$ cat config.mk
export PLATFORM = sky130hd
export DESIGN_NAME = bitwise_logic_pipe
export DESIGN_NICKNAME = d
export VERILOG_FILES = /design/src/rtl/bitwise_logic_pipe.sv
export SDC_FILE = /design/constraint.sdc
export NUM_CORES = 1
export LEC_CHECK = 0
export BUFFER_PORTS_ARGS = -buffer_cell sky130_fd_sc_hd__buf_2
export CORE_MARGIN = 5
export CORE_UTILIZATION = 51
export CTS_CLUSTER_DIAMETER = 120
export DETAILED_ROUTE_END_ITERATION = 6
export PLACE_DENSITY = 0.76
export RECOVER_POWER = 25
export SETUP_SLACK_MARGIN = 0.02
export SLEW_MARGIN = 20
export SYNTH_ARGS = -nofsm -noshare
export SYNTH_HDL_FRONTEND = slang
export SYNTH_SLANG_ARGS = --single-unit
$ cat constraint.sdc
create_clock -name clk -period 1.7 [get_ports clk]
set_input_delay 0.085 -clock clk [delete_from_list [all_inputs] [get_ports clk]]
set_output_delay 0.085 -clock clk [all_outputs]
set_load 0.005 [all_outputs]
$ cat src/rtl/bitwise_logic_pipe.sv
// Bitwise logic unit: eight selectable ops on two WIDTH-bit operands. The result
// travels through an elastic STAGES-deep valid/ready pipeline. An optional
// accumulate mode swaps operand b for a running result register.
// Optional feature: define BITWISE_LOGIC_PIPE_FLAGS_EN to add a flags[1:0]
// output (bit0 = zero, bit1 = odd parity) that travels aligned with y.
module bitwise_logic_pipe #(
    parameter int unsigned WIDTH  = 8,
    parameter int unsigned STAGES = 2
) (
    input  logic             clk,
    input  logic             rst_n,
    input  logic             ena,
    input  logic             in_valid,
    output logic             in_ready,
    input  logic [WIDTH-1:0] a,
    input  logic [WIDTH-1:0] b,
    input  logic [2:0]       op,
    input  logic             acc_mode,
    input  logic             acc_clr,
    output logic             out_valid,
    input  logic             out_ready,
    output logic [WIDTH-1:0] y
`ifdef BITWISE_LOGIC_PIPE_FLAGS_EN
    ,
    output logic [1:0]       flags
`endif
);

    logic [STAGES-1:0] valid_q;
    logic [WIDTH-1:0]  data_q [STAGES];
    logic [WIDTH-1:0]  acc_q;
    logic [WIDTH-1:0]  b_eff;
    logic [WIDTH-1:0]  result;
    logic [STAGES-1:0] load;
    logic              accept;

    // Operation select, evaluated at accept time on the effective b operand
    always_comb begin
        b_eff  = acc_mode ? acc_q : b;
        result = a;
        case (op)
            3'd0:    result = a & b_eff;
            3'd1:    result = a | b_eff;
            3'd2:    result = a ^ b_eff;
            3'd3:    result = ~(a & b_eff);
            3'd4:    result = ~(a | b_eff);
            3'd5:    result = ~(a ^ b_eff);
            3'd6:    result = a & ~b_eff;
            default: result = a;
        endcase
    end

    // Stage k may load if some stage at or after k is empty, or the tail drains;
    // this closed form avoids a ripple chain through the advance signals.
    always_comb begin
        logic full;
        load = '0;
        full = 1'b1;
        for (int k = 0; k < STAGES; k++) begin
            full = 1'b1;
            for (int j = k; j < STAGES; j++) begin
                full = full & valid_q[j];
            end
            load[k] = ena & (~full | out_ready);
        end
    end

    assign in_ready  = load[0];
    assign accept    = in_valid & in_ready;
    assign out_valid = valid_q[STAGES-1];
    assign y         = data_q[STAGES-1];

    // Pipeline registers; data only moves with a valid token so y holds its last value
    always_ff @(posedge clk or negedge rst_n) begin
        if (!rst_n) begin
            valid_q <= '0;
            for (int k = 0; k < STAGES; k++) begin
                data_q[k] <= '0;
            end
        end else begin
            if (load[0]) begin
                valid_q[0] <= in_valid;
                if (in_valid) begin
                    data_q[0] <= result;
                end
            end
            for (int k = 1; k < STAGES; k++) begin
                if (load[k]) begin
                    valid_q[k] <= valid_q[k-1];
                    if (valid_q[k-1]) begin
                        data_q[k] <= data_q[k-1];
                    end
                end
            end
        end
    end

    // Accumulator: clear wins over an update in the same cycle
    always_ff @(posedge clk or negedge rst_n) begin
        if (!rst_n) begin
            acc_q <= '0;
        end else if (ena && acc_clr) begin
            acc_q <= '0;
        end else if (accept && acc_mode) begin
            acc_q <= result;
        end
    end

`ifdef BITWISE_LOGIC_PIPE_FLAGS_EN
    logic [1:0] flag_q [STAGES];
    logic [1:0] result_flags;

    assign result_flags = {^result, (result == '0)};
    assign flags        = flag_q[STAGES-1];

    // Flag registers shadow the data registers so flags stay aligned with y
    always_ff @(posedge clk or negedge rst_n) begin
        if (!rst_n) begin
            for (int k = 0; k < STAGES; k++) begin
                flag_q[k] <= 2'b01;
            end
        end else begin
            if (load[0] && in_valid) begin
                flag_q[0] <= result_flags;
            end
            for (int k = 1; k < STAGES; k++) begin
                if (load[k] && valid_q[k-1]) begin
                    flag_q[k] <= flag_q[k-1];
                end
            end
        end
    end
`endif

endmodule

Word-level counts from Yosys, hierarchy flattened. Cells that the tools add are included.

Register bits: 26. Input bits: 26. Output and inout bits: 10. Logic and storage cells: 37.

Equality and inequality tests: 6. Multiplexer cells: 4. Bitwise logic cells: 16. Reductions and logical operators: 6.

Operators with widths (count): one-hot mux 8 bit (7 select lines) (1); NOT 8 bit (4); 2-to-1 mux 8 bit (3); bitwise AND 8 bit (2); == test 3 bit, second input constant (3); bitwise OR 8 bit (1); XOR 8 bit (1); == test 3 x 2 -> 1 bit, second input constant (2); bitwise AND 1 bit (4); AND reduction 2 bit (2); == test 3 x 1 -> 1 bit, second input constant (1); logical NOT 3 bit (1); logical AND 1 bit (2); NOT 1 bit (2); bitwise OR 1 bit (2); nonzero test 2 bit (1).

Logic depth before layout (Yosys ltp). Gate-level depths: netlist of run 1.

Word-level depth: 8. Gate-level depth with buffers: 8. Mapped depth without buffers: 7.

Worst setup path after synthesis of run 1. OpenSTA, ideal clock, no wires.

Path type: reg2reg. Start point: reg acc_q[1]. End point: reg acc_q[1]. Library setup time: 0.122 ns. Arrival time: 1.537 ns. Data required time: 1.578 ns. Slack: 0.041 ns. Stages on the path, launching flop included: 7. Buffers on the path: 0. Period minus slack after synthesis: 1.659 ns. Path through: dfrtp_1 -> mux2i_1 -> ha_1 -> mux2_2 -> a32oi_1 -> o21ai_0 -> a32o_1.

Cells in the longest elaborated chain, start to end: 6. Elaborated cells between the ends (all ways): 12. Classes of those cells: 4 x mux; 8 x bitwise.

Ends and longest elaborated chain: from (decl) (RTL line 31) `logic [WIDTH-1:0] acc_q;`; from (signal assigned) (RTL line 105) `acc_q <= result;`; 2-to-1 mux 8 bit (*) (RTL line 39) `b_eff = acc_mode ? acc_q : b;`; NOT 8 bit (tied with other cells) (RTL line 48) `3'd6: result = a & ~b_eff;`; bitwise AND 8 bit (tied with other cells) (RTL line 48); one-hot mux 8 bit (7 select lines) (*) (RTL line 41) `case (op)`; 2-to-1 mux 8 bit (*) (RTL line 104) `end else if (accept && acc_mode) begin`; 2-to-1 mux 8 bit (*) (RTL line 102) `end else if (ena && acc_clr) begin`.

Mark *: on every way between the ends. The rest lies on a longest branch, timed or not. The select of a mux whose other input is x is not followed. A chain may end at the register's enable or synchronous reset.

Final worst setup path of run 1.
Start point: reg acc_q[4]. End point: reg acc_q[4].

The elaborated chain is that of the path after synthesis.

==> metrics.md, run 1 <==
| Metric | Value |
|---|---|
| Ports | 36 |
| Final total power | 2110 µW |
| Syn Std Cell Area | 2160 µm² |
| Worst-path maximum fanout | 3 |
| Final #Nets | around 330 |
| RePlAce Congestion | around 0.81 |
| Worst-Margin Slew | approximately 0.64 ns |
| First-pass GRT wire length | between 7 and 8 mm |
| Final instance area | 2670 µm² |
| Commonest non-fill, non-tap cell in the layout | buf_2 |
| Deepest clock path buffer count | 2 |
| Post-synth cell types | 42 |
| Core Region | 4060 µm² |
| Largest net degree at the start of global routing | 27 |
| Critical path type | register to register |
| Total vias in the final route | between 1500 and 2000 |
| Worst slew margin | 57.1% |
| Syn avg cell area | 9.41 µm² |
| CTS Root Cell | clkbuf_8 |
| Final WL | 5.08 mm |
| Adder-Cell Fraction of Synth Area | 13.9% |
| Critical Path AT | 1.88 ns |
| RSZ-0062 raised after global routing | yes |
| DR vias/cell | 5.72 |
| Post-Syn Nets | 279 |
| Worst-skew pair later-pin latency | 0.27 ns |
| Number of synthesized flops with an enable pin | 0 |
| Yosys reg bits | 26 |
| Synth Area in Compound Gates | a little under a fifth |
| Routed length per instance | 15.7 µm |
| DR iter-0 viols | 81 |
| CP startpoint kind | register |
| Final min period | between 1.5 and 2 ns |
| Die Span X | roughly 75 µm |
| Pre-antenna DRT Iters | 4 |
| Antenna cells | 0 |
| IO buf count | 35 |
| Synth Instances | 229 |
| Failing checks | setup timing |
| Initial antenna violation count | 0 |
| GR Overflow Total | 0 |
| Run status | finished, violations left |
| Post-Synth Simple-Gate Area | 15.1% |
| Final core utilization | 65.8% |
| Vias in the first global route | 1790 |
| Leak | 0.00132 µW |
| Largest family of logic cells by synthesized area | compound AO/OA/AOI/OAI gates |
| Worst path max stage delay | a little over 0.4 ns |
| Layout cells sized above 1 | 38.7% |
| Synth Flop Type | dfrtp_1 |
| Area Growth Syn to Fin | 23.9% |
| Row Count | 23 |
| Hold Vio Cnt, Final | 0 |
| Clock Sinks | 26 |
| Hpwl dp | 3.73 mm |
| Min setup slack post-route | -0.0187 ns |
| Routed Antenna Nets | 0 |
| Max Fclk | about 580 MHz |
| Synth Area in XOR/XNOR | 0% |
| Clock transition at path regs | approximately 0.09 ns |
| CTS tree | done |
| Post-synth ARST share | 100% |
| WP data required | 1.87 ns |
| Hold WC Path Type | input port to register |
| Pins over their slew limit | 0 |
| Maximum vdd ir drop | approximately 0.77 mV |
| CP Capture Type | register |
| Placed cell area | ~2400 µm² |
| Period utilization | 101% |
| Register area share after synthesis | 30.2% |
| Chip Height | 75.0 µm |
| Most frequent cells in the layout | 34 x buf_2, 26 x dfrtp_1, 26 x buf_4 |
| Final setup vio count | 5 |
| Initial Util | between 50 and 60% |
| Gr usage total | between 10% and 20% |
| Crit path cell chain | mux2i_2, ha_1, mux2_4, mux2i_1, o21ai_2, a32o_1 |
| MaxCap Viol Count | 0 |
| CTS Buf Count | 3 |
| Critical Path Slowest Stage Cell | dfrtp_1 |
| Pwr/cell area | 789 nW/µm² |
| Mux cell area share after synthesis | between 10% and 20% |
| Synthesis Warnings | 0 |
| Fillers | 325 |
| H-tree level count | 1 |
| DRC viols | 0 |
| Clock skew | between 0.005 and 0.006 ns |
| Die ar. | approximately 5600 µm² |
## cells by family (layout without fill, tap and decap cells)
kind of cell	after synthesis	count (layout)
and+or+nand+nor	61	61
AOI/OAI and AO/OA	51	51
buffers and inverters	43	88
DFF	26	26
adders and majority gates	24	24
muxes	24	24
## sequential cells by signal, indices dropped and copies added, names as in the netlist
register,cells
data_q,8
valid_q,2
acc_q,8
y,8
## layout make-up
class / instances / area (µm²) / area share (%)
multi-input combinational: 160 / 1420 / 53.3
clock buffer: 3 / 41.3 / 1.55
timing repair buffer: 62 / 380 / 14.2
tap: 50 / 62.6 / 2.34
sequential: 26 / 651 / 24.4
inverter: 22 / 82.6 / 3.09
clock inverter: 1 / 30.0 / 1.12
## power by group
part	total, µW	internal (µW)	switching [µW]
clock	517	315	201
combinational	752	401	351
sequential	840	765	74.5
## worst max-delay path: cells and delay by family, from the launching register on
| kind | cells | cell delay [ns] |
|---|---|---|
| AOI/OAI and AO/OA | 2 | 0.30 |
| adders and majority gates | 1 | 0.28 |
| DFF | 1 | 0.41 |
| muxes | 3 | 0.62 |
## routing by layer
layer	up-vias	global-route usage [%]	part of all wire, %
met4	0	1.19	0
li1	908	-	-
met1	911	21.5	44
met5	-	0	0
met3	0	4.41	4.6
met2	35	33.1	52
## synthesized netlist by cell type (2+ instances only)
library cell,instances,area [µm²]
dfrtp_1,26,651
ha_1,24,300
inv_1,22,82.6
nor2_1,14,52.6
mux2_2,12,135
mux2i_1,12,120
buf_4,11,82.6
nand2_1,10,37.5
a22o_1,7,61.3
nor2b_1,7,43.8
a221oi_1,6,52.6
nand2b_1,6,37.5
nand3_1,6,30.0
a32o_1,5,50.1
clkbuf_1,5,18.8
nor3_1,5,25.0
o21ai_0,5,25.0
a21oi_1,4,20.0
a31oi_1,4,25.0
nand3b_1,4,30.0
and2_1,3,18.8
buf_2,3,15.0
a211o_1,2,17.5
a211oi_1,2,15.0
a21o_1,2,15.0
a32oi_1,2,17.5
and3_1,2,12.5
nor4b_1,2,17.5
o221ai_1,2,17.5
o31ai_1,2,15.0
## per-stage QoR
stage          setup slack [ns]  hold slack [ns]  instances  TNS (ns)
2_1_floorplan            0.0413           -0.211        229         0
3_3_place_gp             -0.159            0.110        308    -0.668
3_5_place_dp             -0.204            0.113        308     -1.45
4_1_cts                 -0.0399           0.0938        318    -0.116
5_1_grt                 -0.0888           0.0940        324    -0.732
6_report                -0.0187           0.0942        324   -0.0595
## final timing paths
check	from	end	slack, ns	cells past startpoint
worst max-delay path	acc_q[4]$_DFFE_PN0P_	acc_q[4]$_DFFE_PN0P_	-0.02	6
worst min-delay path	in_valid	valid_q[0]$_DFFE_PN0N_	0.09	2
worst max register to register	acc_q[4]$_DFFE_PN0P_	acc_q[4]$_DFFE_PN0P_	-0.02	6
worst min register to register	data_q[8]$_DFFE_PN0P_	data_q[8]$_DFFE_PN0P_	0.50	2
max in group asynchronous	rst_n	acc_q[1]$_DFFE_PN0P_	0.93	2
min in group asynchronous	rst_n	y[0]$_DFFE_PN0P_	0.35	2
## timing repair
action                                 CTS  global route
pin swaps                               16             9
buffers inserted                         5             6
endpoints found under the hold margin   26             0
setup endpoints to repair               15            16
resized for setup                       22            10
hold buffers                             1             0
(Power assumes the default switching activity.)
==> run 2, diff against run 1 <==
--- a/constraint.sdc
+++ b/constraint.sdc
@@ -3,2 +3,2 @@
 set_output_delay 0.085 -clock clk [all_outputs]
-set_load 0.005 [all_outputs]
+set_load 0.05 [all_outputs]
==> metrics.md, run 2 (same netlist as run 1, synthesis figures left out) <==
| Metric | Value |
|---|---|
| Placed cell area | 2380 µm² |
| Initial antenna violation count | 0 |
| Critical Path AT | 1.91 ns |
| Final setup vio count | 7 |
| Die ar. | 5630 µm² |
| Clock Sinks | 26 |
| Register Area | 652 µm² |
| Clock skew | roughly 0.0087 ns |
| Final WL | approximately 5 mm |
| Worst-skew pair later-pin latency | between 0.2 and 0.3 ns |
| Max Fclk | 568 MHz |
| Sw Ratio | 38.5% |
| Hpwl dp | approximately 3.6 mm |
| Fillers | 330 |
| Chip Height | 75.0 µm |
| Pre-antenna DRT Iters | 4 |
| Run status | finished, violations left |
| Maximum vdd ir drop | 0.711 mV |
| DRC viols | 0 |
| Min setup slack post-route | -0.0606 ns |
| Routed length per instance | around 15 µm |
| Worst Hold Depth | 2 |
| DR iter-0 viols | 65 |
| Delay-heaviest family, CP | compound AO/OA/AOI/OAI gates |
| Deepest clock path buffer count | 2 |
| Core Region | slightly above 4000 µm² |
| Fin Hold WS | 0.110 ns |
| Antenna cells | 0 |
| Period utilization | 104% |
| Worst path max stage delay | 0.41 ns |
| Final #Nets | between 300 and 400 |
| CTS Root Cell | clkbuf_8 |
| Commonest non-fill, non-tap cell in the layout | buf_2 |
| Reg-to-reg startpoint | acc_q[1]$_DFFE_PN0P_ |
| CP Capture Type | register |
| Setup slack, reg-to-reg | -0.06 ns |
| Ports | 36 |
| CTS Buf Count | 3 |
| Die Span X | 75.0 µm |
| RePlAce Congestion | 0.782 |
| Layout cells sized above 1 | 40.9% |
| IO buf count | 35 |
| Area Growth Syn to Fin | 27.7% |
| DR vias/cell | 5.69 |
| Pins over their slew limit | 0 |
| Worst-Margin Slew | 0.630 ns |
| Multi-input gate area | ~1500 µm² |
| WP data required | about 1.9 ns |
| CTS tree | done |
| Hold Vio Cnt, Final | 0 |
| Row Count | 23 |
| H-tree level count | 1 |
| GR Overflow Total | 0 |
| Vias in the first global route | 1762 |
| Failing checks | setup timing |
| RSZ-0062 raised after global routing | yes |
| Clk pwr share | 20.6% |
| Crit path cell chain | mux2i_2, ha_1, mux2_2, a32oi_1, o21ai_1, a32o_1 |
| Leak | 0.00132 µW |
| Pwr/cell area | 890 nW/µm² |
| CP startpoint kind | register |
| Total buffers and inverters traversed by the critical path | 0 |
| Worst slew margin | between 50% and 60% |
| Reg2reg end | acc_q[1]$_DFFE_PN0P_ |
| Final instance area | roughly 2800 µm² |
| Worst Reg-to-Reg Cells | 6 |
| First-pass GRT wire length | 7.78 mm |
| Hold WC Path Type | input port to register |
| Clock transition at path regs | 0.08 ns |
| Final core utilization | between 60% and 70% |
| Critical path type | register to register |
| Origin of the worst min-delay path | in_valid |
| Critical Path Slowest Stage Cell | dfrtp_1 |
| Worst-path maximum fanout | 2 |
| MaxCap Viol Count | 0 |
| Gate power share | 45.0% |
| Routed Antenna Nets | 0 |
| Gr usage total | 17.6% |
| Largest net degree at the start of global routing | 27 |
| Total vias in the final route | 1845 |
| Switching Power | 944 µW |
| Internal power | between 1500 and 2000 µW |
| End of the worst hold path | valid_q[0]$_DFFE_PN0N_ |
| Initial Util | 53.1% |
| Flop pwr share | approximately 34% |
| Final min period | 1.76 ns |
| Most frequent cells in the layout | 34 x buf_2, 26 x buf_4, 25 x dfrtp_1 |
==> run 2: cell counts in the layout (fill, tap and decap cells not counted) <==
No cell type changed its count.
==> run 2: layer usage <==
metal / routed length (µm) / vias to the layer above / track usage (%)
li1: - / 905 / -
met1: 2320 / 897 / 23.5
met2: 2450 / 43 / 30.6
met3: 229 / 0 / 3.20
met4: 0 / 0 / 2.17
met5: 0 / - / 0
==> run 2: final cells by class <==
class | instances | share of cell area, %
Multi-Input combinational cell | 160 | 54.6
Sequential cell | 26 | 23.7
Timing Repair Buffer | 62 | 13.8
Inverter | 22 | 3.00
Tap cell | 50 | 2.27
Clock buffer | 3 | 1.50
Clock inverter | 1 | 1.09
==> run 2: worst reg2reg max path: cells and delay by family (launching register included) <==
family	cells	cell delay (ns)
compound gates	3	0.49
mux	2	0.47
fa+ha+maj	1	0.29
flops	1	0.41
==> run 2: power by group through the flow <==
stage | Clock (µW) | Sequential, µW | Combinational (µW)
after floorplan | 0 | 848 | 823
after global placement | 0 | 849 | 946
after detailed placement | 0 | 852 | 966
after CTS | 507 | 842 | 1010
after global routing | 526 | 858 | 1190
final | 505 | 842 | 1100
==> run 2: worst max path at each step <==
stage,endpoint,startpoint,slack [ns],cells after the start
CTS,acc_q[1]$_DFFE_PN0P_,acc_q[1]$_DFFE_PN0P_,-0.05,6
floorplan,acc_q[1]$_DFFE_PN0P_,acc_q[1]$_DFFE_PN0P_,0.04,6
global placement,data_q[14]$_DFFE_PN0P_,acc_mode,-0.19,8
detailed placement,acc_q[6]$_DFFE_PN0P_,acc_mode,-0.22,8
finish,acc_q[1]$_DFFE_PN0P_,acc_q[1]$_DFFE_PN0P_,-0.06,6
global route,acc_q[4]$_DFFE_PN0P_,acc_q[4]$_DFFE_PN0P_,-0.17,7
==> run 2: timing repair <==
item | CTS | global route
pin swaps | 12 | 23
endpoints found under the setup margin | 14 | 16
setup buffers | 6 | 5
hold buffers | 1 | 0
gates resized for setup | 17 | 25
endpoints found under the hold margin | 26 | 0
==> run 2: through the flow <==
step / setup slack, ns / total power [µW] / TNS [ns] / instances
2_1_floorplan: 0.0413 / 1670 / 0 / 229
3_3_place_gp: -0.190 / 1800 / -0.698 / 309
3_5_place_dp: -0.218 / 1820 / -1.52 / 309
4_1_cts: -0.0489 / 2360 / -0.241 / 320
5_1_grt: -0.166 / 2570 / -1.31 / 324
6_report: -0.0606 / 2450 / -0.260 / 324
==> run 3, diff against run 2 <==
Settings changed: CTS_BUF_LIST from default to sky130_fd_sc_hd__clkbuf_4 sky130_fd_sc_hd__clkbuf_8 sky130_fd_sc_hd__clkbuf_16, SETUP_SLACK_MARGIN 0.02 to 0.3.
==> metrics.md, run 3 (same netlist as run 1, synthesis figures left out) <==
| Metric | Value |
|---|---|
| Gr usage total | approximately 18% |
| Initial antenna violation count | 0 |
| Final instance area | 2740 µm² |
| Final min period | 1.76 ns |
| Die ar. | 5630 µm² |
| Most frequent cells in the layout | 33 x buf_2, 25 x dfrtp_1, 23 x buf_4 |
| Pins over their slew limit | 0 |
| Placed cell area | 2430 µm² |
| Pre-antenna DRT Iters | 4 |
| DR vias/cell | ~5.8 |
| Pwr/cell area | around 840 nW/µm² |
| Period utilization | 103% |
| CTS Buf Count | 3 |
| CTS Root Cell | clkbuf_8 |
| Layout cells sized above 1 | 39.9% |
| CTS tree | done |
| CP startpoint kind | register |
| Failing checks | setup timing |
| Leak | between 0.001 and 0.0015 µW |
| Initial Util | between 50% and 60% |
| Area Growth Syn to Fin | 26.9% |
| Clock Sinks | 26 |
| Hold Vio Cnt, Final | 0 |
| Worst slew margin | 58.1% |
| Routed length per instance | about 16 µm |
| Die Span X | 75.0 µm |
| Vias in the first global route | about 1800 |
| Fillers | approximately 350 |
| Total Neg Setup Slack | -0.187 ns |
| Clock skew | 0.00180 ns |
| Deepest clock path buffer count | 2 |
| CP Capture Type | register |
| Final setup vio count | 6 |
| Core Region | 4060 µm² |
| Chip Height | 75.0 µm |
| Worst-skew pair later-pin latency | 0.26 ns |
| Min setup slack post-route | -0.0559 ns |
| Worst-Margin Slew | between 0.6 and 0.7 ns |
| Run status | finished, violations left |
| Worst slack at placement | -0.108 ns |
| Ports | 36 |
| Max Fclk | 570 MHz |
| Final WL | between 5 and 6 mm |
| Worst-path maximum fanout | 2 |
| Hold WC Path Type | input port to register |
| WP data required | 1.86 ns |
| RePlAce Congestion | 0.853 |
| Final #Nets | 324 |
| First-pass GRT wire length | 8.01 mm |
| RSZ-0062 raised after global routing | yes |
| Largest net degree at the start of global routing | 27 |
| DR iter-0 viols | 119 |
| Routed Antenna Nets | 0 |
| Hpwl dp | ~3.7 mm |
| Antenna cells | 0 |
| H-tree level count | 1 |
| Critical path type | register to register |
| Total vias in the final route | approximately 1900 |
| IO buf count | 35 |
| GR Overflow Total | 0 |
| Clock transition at path regs | 0.08 ns |
| MaxCap Viol Count | 0 |
| Critical Path AT | 1.91 ns |
| DRC viols | 0 |
| Commonest non-fill, non-tap cell in the layout | buf_2 |
| Final total power | between 2000 and 2500 µW |
| Row Count | 23 |
| Maximum vdd ir drop | 0.717 mV |
[run 3: changes by cell type in the layout (fill, tap and decap cells not counted), sizes merged]
cell	previous run	this run
clkbuf	4	6
buf	60	58
bufinv	1	0
[run 3: per-layer routing]
metal / global-route usage [%] / wire (µm)
met3: 3.34 / 231
met5: 0 / 0
met4: 1.58 / 37
met2: 30.0 / 2500
met1: 25.2 / 2270
[run 3: timing repair]
| item | CTS | global route |
|---|---|---|
| hold buffers | 1 | 0 |
| endpoints found under the setup margin | 16 | 25 |
| hold endpoints to repair | 26 | 0 |
| buffers inserted | 1 | 7 |
| pin swaps | 4 | 8 |
| gates resized for setup | 0 | 33 |
[run 3: area by class of cell]
cell class	count	area (µm²)	area share (%)
Inverter	22	82.6	3.02
Multi-Input combinational cell	160	1490	54.5
Sequential cell	26	652	23.8
Clock buffer	4	55.1	2.01
Timing Repair Buffer	61	392	14.3
Tap cell	50	62.6	2.29
[run 3: worst max-delay path, cell delays in order, from the launching register on]
cell,delay [ns]
dfrtp_1,0.39
mux2i_1,0.19
ha_1,0.28
mux2_4,0.28
a32oi_1,0.16
o21ai_1,0.13
a32o_1,0.22
[run 3: worst paths after layout]
path / slack [ns] / endpoint / cells after the start / startpoint
worst min-delay path: 0.10 / valid_q[0]$_DFFE_PN0N_ / 2 / in_valid
worst min register to register: 0.50 / y[3]$_DFFE_PN0P_ / 1 / y[3]$_DFFE_PN0P_
min in group asynchronous: 0.37 / data_q[8]$_DFFE_PN0P_ / 2 / rst_n
worst max-delay path: -0.06 / acc_q[3]$_DFFE_PN0P_ / 6 / acc_q[3]$_DFFE_PN0P_
worst max register to register: -0.06 / acc_q[3]$_DFFE_PN0P_ / 6 / acc_q[3]$_DFFE_PN0P_
max in group asynchronous: 0.88 / valid_q[1]$_DFFE_PN0P_ / 2 / rst_n
[run 3: where the power goes]
group / switching, µW / total [µW] / internal (µW)
clock: 176 / 383 / 207
combinational: 667 / 1080 / 414
sequential: 77.3 / 844 / 766
total: 920 / 2310 / 1390
[run 3: metrics by stage]
stage          hold WS (ns)  instances  utilization, %
2_1_floorplan        -0.211        229               -
5_1_grt               0.116        323            67.4
3_5_place_dp          0.112        310            59.9
4_1_cts              0.0952        316            61.6
6_report              0.104        323            67.4
3_3_place_gp          0.108        310            59.9
